File: config.mk
export PLATFORM = sky130hd
export DESIGN_NAME = mp_add_sequencer
export DESIGN_NICKNAME = d
export VERILOG_FILES = /design/src/rtl/mp_add_sequencer.sv
export SDC_FILE = /design/constraint.sdc
export NUM_CORES = 1
export LEC_CHECK = 0
export CAP_MARGIN = 20
export CORE_ASPECT_RATIO = 0.5
export CORE_MARGIN = 2
export CORE_UTILIZATION = 49
export DETAILED_ROUTE_END_ITERATION = 8
export GPL_TIMING_DRIVEN = 0
export MAX_ROUTING_LAYER = met4
export PLACE_DENSITY = 0.8
export SKIP_CTS_REPAIR_TIMING = 1
export SLEW_MARGIN = 20
export SYNTH_ARGS = -nofsm -noshare
export SYNTH_HDL_FRONTEND = slang
export SYNTH_SLANG_ARGS = --single-unit
File: constraint.sdc
create_clock -name clk -period 3.3 [get_ports clk]
set_input_delay 0.33 -clock clk [delete_from_list [all_inputs] [get_ports clk]]
set_output_delay 0.33 -clock clk [all_outputs]
set_load 0.02 [all_outputs]
File: src/rtl/mp_add_sequencer.sv
// Multi-precision add controller: streams WORDS 16-bit limbs, LS limb first,
// through an external 16-bit ripple adder and assembles the wide sum, carry and overflow.
module mp_add_sequencer #(
    parameter int WORDS = 4
) (
    input  logic                  clk,
    input  logic                  rst,
    input  logic                  start,
    input  logic [16*WORDS-1:0]   op_a,
    input  logic [16*WORDS-1:0]   op_b,
    input  logic                  cin,
    output logic [15:0]           add_a,
    output logic [15:0]           add_b,
    output logic                  add_cin,
    input  logic [15:0]           add_sum,
    input  logic [3:0]            add_cout,
    output logic [16*WORDS-1:0]   result,
    output logic                  cout,
    output logic                  ovf,
    output logic                  busy,
    output logic                  done
);
    localparam int W  = 16 * WORDS;
    localparam int IW = (WORDS > 1) ? $clog2(WORDS) : 1;

    typedef enum logic [1:0] {
        ST_IDLE = 2'b00,
        ST_RUN  = 2'b01,
        ST_DONE = 2'b10
    } state_t;

    state_t          state_r;
    state_t          state_s;
    logic [IW-1:0]   idx_r;
    logic [W-1:0]    a_r;
    logic [W-1:0]    b_r;
    logic [W-1:0]    work_r;
    logic [W-1:0]    work_s;
    logic [W-1:0]    result_r;
    logic            carry_r;
    logic            cout_r;
    logic            ovf_r;
    logic            busy_r;
    logic            done_r;
    logic            last_s;
    logic            ovf_s;
    logic [15:0]     limb_a_s;
    logic [15:0]     limb_b_s;
    logic [15:0]     add_a_s;
    logic [15:0]     add_b_s;
    logic            add_cin_s;
    logic            unused_cout_s;

    // Only the top group carry chains between limbs.
    assign unused_cout_s = ^add_cout[2:0];

    assign last_s = (idx_r == IW'(WORDS - 1));
    assign ovf_s  = (a_r[W-1] == b_r[W-1]) && (add_sum[15] != a_r[W-1]);

    // Current limb selection and the working value with this cycle's limb merged in.
    always_comb begin
        limb_a_s = a_r[{idx_r, 4'b0000} +: 16];
        limb_b_s = b_r[{idx_r, 4'b0000} +: 16];
        work_s   = work_r;
        work_s[{idx_r, 4'b0000} +: 16] = add_sum;
    end

    // State register.
    always_ff @(posedge clk) begin
        if (rst) begin
            state_r <= ST_IDLE;
        end else begin
            state_r <= state_s;
        end
    end

    // Next-state logic.
    always_comb begin
        state_s = state_r;
        case (state_r)
            ST_IDLE: begin
                if (start) begin
                    state_s = ST_RUN;
                end else begin
                    state_s = ST_IDLE;
                end
            end
            ST_RUN: begin
                if (last_s) begin
                    state_s = ST_DONE;
                end else begin
                    state_s = ST_RUN;
                end
            end
            ST_DONE: state_s = ST_IDLE;
            default: state_s = ST_IDLE;
        endcase
    end

    // Adder drive: limbs only while running, otherwise held at zero.
    always_comb begin
        add_a_s   = 16'h0000;
        add_b_s   = 16'h0000;
        add_cin_s = 1'b0;
        case (state_r)
            ST_RUN: begin
                add_a_s   = limb_a_s;
                add_b_s   = limb_b_s;
                add_cin_s = carry_r;
            end
            default: begin
                add_a_s   = 16'h0000;
                add_b_s   = 16'h0000;
                add_cin_s = 1'b0;
            end
        endcase
    end

    // Operand capture, limb accumulation, carry chaining and registered results.
    always_ff @(posedge clk) begin
        if (rst) begin
            idx_r    <= '0;
            a_r      <= '0;
            b_r      <= '0;
            work_r   <= '0;
            carry_r  <= 1'b0;
            result_r <= '0;
            cout_r   <= 1'b0;
            ovf_r    <= 1'b0;
            busy_r   <= 1'b0;
            done_r   <= 1'b0;
        end else begin
            busy_r <= (state_s == ST_RUN);
            done_r <= (state_s == ST_DONE);
            case (state_r)
                ST_IDLE: begin
                    if (start) begin
                        a_r     <= op_a;
                        b_r     <= op_b;
                        carry_r <= cin;
                        idx_r   <= '0;
                        work_r  <= '0;
                    end
                end
                ST_RUN: begin
                    work_r  <= work_s;
                    carry_r <= add_cout[3];
                    idx_r   <= idx_r + IW'(1);
                    if (last_s) begin
                        result_r <= work_s;
                        cout_r   <= add_cout[3];
                        ovf_r    <= ovf_s;
                    end
                end
                default: ;
            endcase
        end
    end

    assign add_a   = add_a_s;
    assign add_b   = add_b_s;
    assign add_cin = add_cin_s;
    assign result  = result_r;
    assign cout    = cout_r;
    assign ovf     = ovf_r;
    assign busy    = busy_r;
    assign done    = done_r;

endmodule
==> results of run 1 <==
[layer usage]
metal  GRT usage, %  wire length, um  up-vias
li1               -                -     4472
met1          37.38            13800     4604
met2          47.63            15280      422
met3          4.225             2028       59
met4          8.815              769        0
met5              -                0        -
[final timing paths]
path | start | to | cells after the start
min reg2reg | result[52] | result[52] | 2
min | add_sum[3] | work_r[35] | 2
max reg2reg | idx_r[1] | work_r[23] | 10
max | idx_r[1] | add_a[2] | 6
[logic make-up after synthesis]
group                      count (synthesis)  share of synthesized area (%)
DFF                                      249                          48.91
buffers and inverters                    124                          5.623
and+or+nand+nor                          478                          21.19
AOI/OAI and AO/OA                        251                          16.12
adders and majority gates                  5                         0.6139
muxes                                     36                          7.538
[layout make-up]
type	count	area (sq um)
antenna	1	2.502
sequential	249	4985
fill	1663	6874
tap	273	341.6
timing repair buffer	233	2332
clock inverter	5	56.30
clock buffer	33	653.1
multi-input combinational	770	4633
buffer	120	569.3
inverter	4	15.01
[through the flow]
step / total power (uW) / std cells / setup TNS, ps / utilization (%) / cell area (sq um)
final: 6584 / 1688 / 0 / 66.41 / 13590
after floorplan: 3687 / 1143 / 0 / - / 10190
after global placement: 4041 / 1649 / 0 / 62.87 / 12860
after global routing: 6806 / 1688 / 0 / 66.41 / 13590
after CTS: 6589 / 1687 / -21.60 / 66.34 / 13570
after detailed placement: 4065 / 1649 / 0 / 62.87 / 12860
[critical path: stages, from the launching register on]
cell	delay [ps]
dfxtp_1	360
buf_2	290
clkbuf_4	320
clkbuf_4	300
mux4_2	320
and2_1	180
clkdlybuf4s50_1	560
[state kept, by name, indices dropped and copies added, names as in the netlist]
| register | flops |
|---|---|
| a_r | 64 |
| result | 64 |
| ovf | 1 |
| done | 1 |
| busy | 1 |
| state_r | 2 |
| work_r | 48 |
| idx_r | 2 |
| b_r | 64 |
| carry_r | 1 |
| cout | 1 |
[cells in the final DEF (no fill, tap or decap), drive strengths merged]
| cell | Yosys | final |
|---|---|---|
| mux2 | 3 | 3 |
| clkbuf | 71 | 107 |
| nand3b | 2 | 2 |
| and4b | 2 | 2 |
| dfxtp | 249 | 249 |
| a311oi | 32 | 32 |
| nor2 | 56 | 56 |
| a211oi | 3 | 3 |
| clkinv | 0 | 3 |
| nor3b | 3 | 3 |
| nand4 | 16 | 16 |
| buf | 49 | 46 |
| clkdlybuf4s50 | 0 | 233 |
| inv | 4 | 5 |
| and2 | 34 | 34 |
| nor3 | 48 | 48 |
| diode | 0 | 1 |
| a21oi | 150 | 150 |
| nand2 | 275 | 275 |
| and4bb | 1 | 1 |
| and3b | 1 | 1 |
| or3b | 1 | 1 |
| nand3 | 1 | 1 |
| o21ba | 1 | 1 |
| mux2i | 1 | 1 |
| nand2b | 2 | 2 |
| a221oi | 16 | 16 |
| ha | 5 | 5 |
| nor4b | 1 | 1 |
| bufinv | 0 | 1 |
| nor2b | 35 | 35 |
| a22o | 48 | 48 |
| o21a | 1 | 1 |
| mux4 | 32 | 32 |
[power groups by stage]
stage	combinational, uW	clock (uW)	sequential, uW
2_1_floorplan	462	0	3230
3_3_place_gp	806	0	3240
3_5_place_dp	822	0	3240
4_1_cts	827	2590	3180
5_1_grt	898	2720	3190
6_report	837	2570	3180
==> run metrics, run 1 <==
fmax roughly 0.31 GHz; Post-Syn Instances approximately 1.1k; io pins 253; Mean Syn Cell Area 8.916 sq um; post-route clock period utilization 96.47%; final hold violation count 0; relative slew slack between 50 and 60%; Critical Path Source Type flop; antenna violations before repair 1; DRT Wirelength 31.88 mm; Vias roughly 9.6k; CTS sink count 249; max-slew violations 0; wire per inst 18.88 um; Die Area between 20000 and 25000 sq um; grt ovf 0; post-synthesis cell type count 38; Worst Path Arrival roughly 2900 ps; Switching Fraction 24.92%; largest net degree at the start of global routing 16; ANT nets after route 0; GRT Total Usage 28.92%; leakage power 0.005000 uW; Commonest cells post-synth 275 x nand2_1, 249 x dfxtp_1, 147 x a21oi_1, 58 x clkbuf_1, 56 x nor2_1; vias per cell 5.662; Fin Hold WS roughly 190 ps; worst vdd ir 425.2 uV; vias in the first global route 9477; Max Fanout on Critical Path 10; Synth area leader dfxtp_1; RSZ-0062 raised after global routing false; synth-to-layout area growth 33.33%; Tightest Pin Transition 709.7 ps; clock network power share around 39%; sequential fraction of design power 48.3%; register area share after synthesis 48.91%; PortBufs 233; CP required 2970 ps; Post-synth EDFFs 0; Critical Path Sink Type primary output; Starting Density around half; DRC 0; Clock Tree Root clkbuf_16; Psw roughly 1600 uW; layout cells sized above 1 a little under a tenth; synthesized cell area 10190 sq um; Starting DRT DRC Count between 700 and 800; H-tree Lvls 1; Site Rows 37; most frequent cell after synthesis nand2_1; pwr dens 484.5 nW/um^2; combinational power share 12.7%; Internal Power 4943 uW; clk_lat worst skew 510 ps; Routability Congestion roughly 0.91; number of nets in the layout 1557; critical path class reg -> out; ys flop type dfxtp_1; worst reg-to-reg setup slack 280 ps; post-detail-place hpwl 23.72 mm; post-synth top area share 48.91%; die height 106.0 um; Finish-stage setup viols 0; Core Region approximately 20000 sq um; final setup margin 116.4 ps; global-route wire length before repair 49.54 mm; cts bufs inserted 22; Final Skew ~29 ps; Syn. warnings 0; Synth Register Bits 249; hold crit path type in -> reg; DR pass1 iterations 5; DP Worst Slack 119.6 ps; clock slew seen by the registers of the worst setup and hold paths 70 ps; ys async rst share 0%; Tmin final approximately 3200 ps; outcome completed; TritonCTS clock tree built; Syn Nets 1300; Die Wd 208.0 um; deepest clock path buffer count 3; Max-Cap Viols 0; top cells by area, synth dfxtp_1 49%, nand2_1 10%, a21oi_1 7.2%, mux4_2 7.1%, a22o_1 4.1%
No activity file was read; power rests on OpenSTA's default activity.
==> inputs of run 2 (changes only) <==
--- a/config.mk
+++ b/config.mk
@@ -8,11 +8,11 @@
 export CAP_MARGIN = 20
 export CORE_ASPECT_RATIO = 0.5
 export CORE_MARGIN = 2
-export CORE_UTILIZATION = 49
+export CORE_UTILIZATION = 45
 export DETAILED_ROUTE_END_ITERATION = 8
 export GPL_TIMING_DRIVEN = 0
 export MAX_ROUTING_LAYER = met4
-export PLACE_DENSITY = 0.8
+export PLACE_DENSITY = 0.74
 export SKIP_CTS_REPAIR_TIMING = 1
 export SLEW_MARGIN = 20
 export SYNTH_ARGS = -nofsm -noshare
==> run 2 against run 1 <==
  * Clock skew down 4.8 ps
  * First-iteration DRC count down 11%
  * Setup slack hardly changed
  * Sequential share of layout area fell by 0.17 points
  * Non-clock buffer count is the same
  * Total power increased by 1.7%
  * Final cell count increased by 1.7%
  * Final area rose by 0.46%
  * Maximum frequency barely moved
  * Largest cell class unchanged
==> run metrics, run 2 (synthesized netlist as in run 1, its figures left out) <==
final setup TNS 0 ps (unchanged); multi-input logic area 4633 sq um (unchanged); Critical Path Sink Type primary output; Tightest Pin Transition 640.8 ps (-68.96 ps); CTS sink count 249 (unchanged); fmax 0.3141 GHz (about the same); post-route clock period utilization 96.47% (about the same); Finish-stage setup viols 0 (unchanged); worst path buffer plus inverter count 3 (-1); critical path class reg -> out; Tmin final 3183 ps (-0.2120 ps); PortBufs 233 (unchanged); outcome completed; Starting Density 46.39% (-3.4 points); most frequent cells in the layout 275 x nand2_1, 249 x dfxtp_1, 233 x clkdlybuf4s50_1; most common cell after layout, fill and taps aside nand2_1; Die Wd 216.8 um (+4.3%); crit path cell chain buf_6 > buf_2 > mux4_2 > and2_1 > clkdlybuf4s50_1; synth-to-layout area growth 33.95%; Starting DRT DRC Count 655 (-11%); post-detail-place hpwl 23.98 mm (+1.1%); final hold violation count 0 (unchanged); layout cells sized above 1 9.554% (about the same); hold crit path type in -> reg; CP top delay family buffers and inverters; CP max stage delay 580 ps (+20 ps); Final Skew 23.76 ps (-4.759 ps); Vias 9459 (-1.0%); die height 110.4 um (+4.2%); Core Region 21970 sq um (+7.4%); Critical Path Source Type flop; io pins 253 (unchanged); H-tree Lvls 1 (unchanged); cts bufs inserted 22 (unchanged); Worst Path Arrival 2850 ps (about the same); max-slew violations 0 (unchanged); wire per inst 19.11 um (+1.2%); Routability Congestion 0.8901 (-2.5%); antenna violations before repair 3 (+2); Clock Tree Root clkbuf_16; DP Worst Slack 90.49 ps (-29.09 ps); Fillers 1976 (+19%); CP required 2970 ps (about the same); clock slew seen by the registers of the worst setup and hold paths 70 ps (about the same); DRC 0 (unchanged); RSZ-0062 raised after global routing false; vias per cell 5.512 (-2.6%); pwr dens 490.3 nW/um^2 (+1.2%); Reg area 4985 sq um (unchanged); GRT Total Usage 27.89% (-1.0 points); DRT Wirelength 32.80 mm (+2.9%); Max Fanout on Critical Path 10 (unchanged); TritonCTS clock tree built; final setup margin 116.6 ps (+0.2120 ps); grt ovf 0 (unchanged); CP max-delay cell clkdlybuf4s50_1; global-route wire length before repair 51.74 mm (+4.4%); largest net degree at the start of global routing 17 (+1); ANT nets after route 0 (unchanged); relative slew slack 57.28% (+4.6 points); leakage power 0.004993 uW (-0.14%); DR pass1 iterations 5 (unchanged); Site Rows 38 (+2.7%); worst vdd ir 348.1 uV (-18%); Die Area 23940 sq um (+8.6%); clk_lat worst skew 530 ps (+20 ps); number of nets in the layout 1557 (unchanged); vias in the first global route 9555 (+0.82%); deepest clock path buffer count 3 (unchanged); Max-Cap Viols 0 (unchanged)
## run 2: path summary, 6_finish.rpt
path                                  start          to  slack (ps)  depth (start not counted)
worst max-delay path               idx_r[0]   add_b[14]         120                          5
worst min-delay path            add_sum[10]  work_r[10]         170                          2
worst max register to register     idx_r[0]  result[35]         300                          9
worst min register to register      b_r[44]     b_r[44]         450                          2
## run 2: worst register-to-register path, cell delays in order, from the launching register on
cell and delay (ps):
dfxtp_1 410, buf_6 220, buf_4 270, buf_2 300
inv_1 130, ha_1 360, nor3b_2 420, clkbuf_1 430
a311oi_1 200, nor3_1 180
## run 2: layout make-up
class,count,share of cell area (%)
Antenna cell,3,0.05500
Buffer,120,4.189
Inverter,4,0.1100
Timing Repair Buffer,233,17.09
Sequential cell,249,36.52
Clock buffer,29,4.372
Multi-Input combinational cell,770,33.94
Tap cell,300,2.750
Clock inverter,8,0.9807
## run 2: metrics by stage
step	utilization (%)	hold WS, ps	power, uW	instance area, sq um	cells
after floorplan	-	433.1	3687	10190	1143
after global placement	58.72	440.1	4049	12900	1676
after detailed placement	58.72	446.1	4071	12900	1676
after CTS	62.05	149.4	6701	13630	1713
after global routing	62.14	164.8	6910	13650	1716
final	62.14	169.4	6693	13650	1716
## run 2: metal layers
layer / GRT usage [%] / part of all wire (%) / vias up
li1: - / - / 4466
met1: 35.95 / 44 / 4611
met2: 45.30 / 48 / 326
met3: 3.884 / 5.4 / 56
met4: 9.406 / 2.6 / 0
met5: - / 0 / -
## run 2: where the power goes
group	switching [uW]	total [uW]	internal (uW)
combinational	463	840	377
clock	1160	2680	1510
sequential	61.8	3180	3120
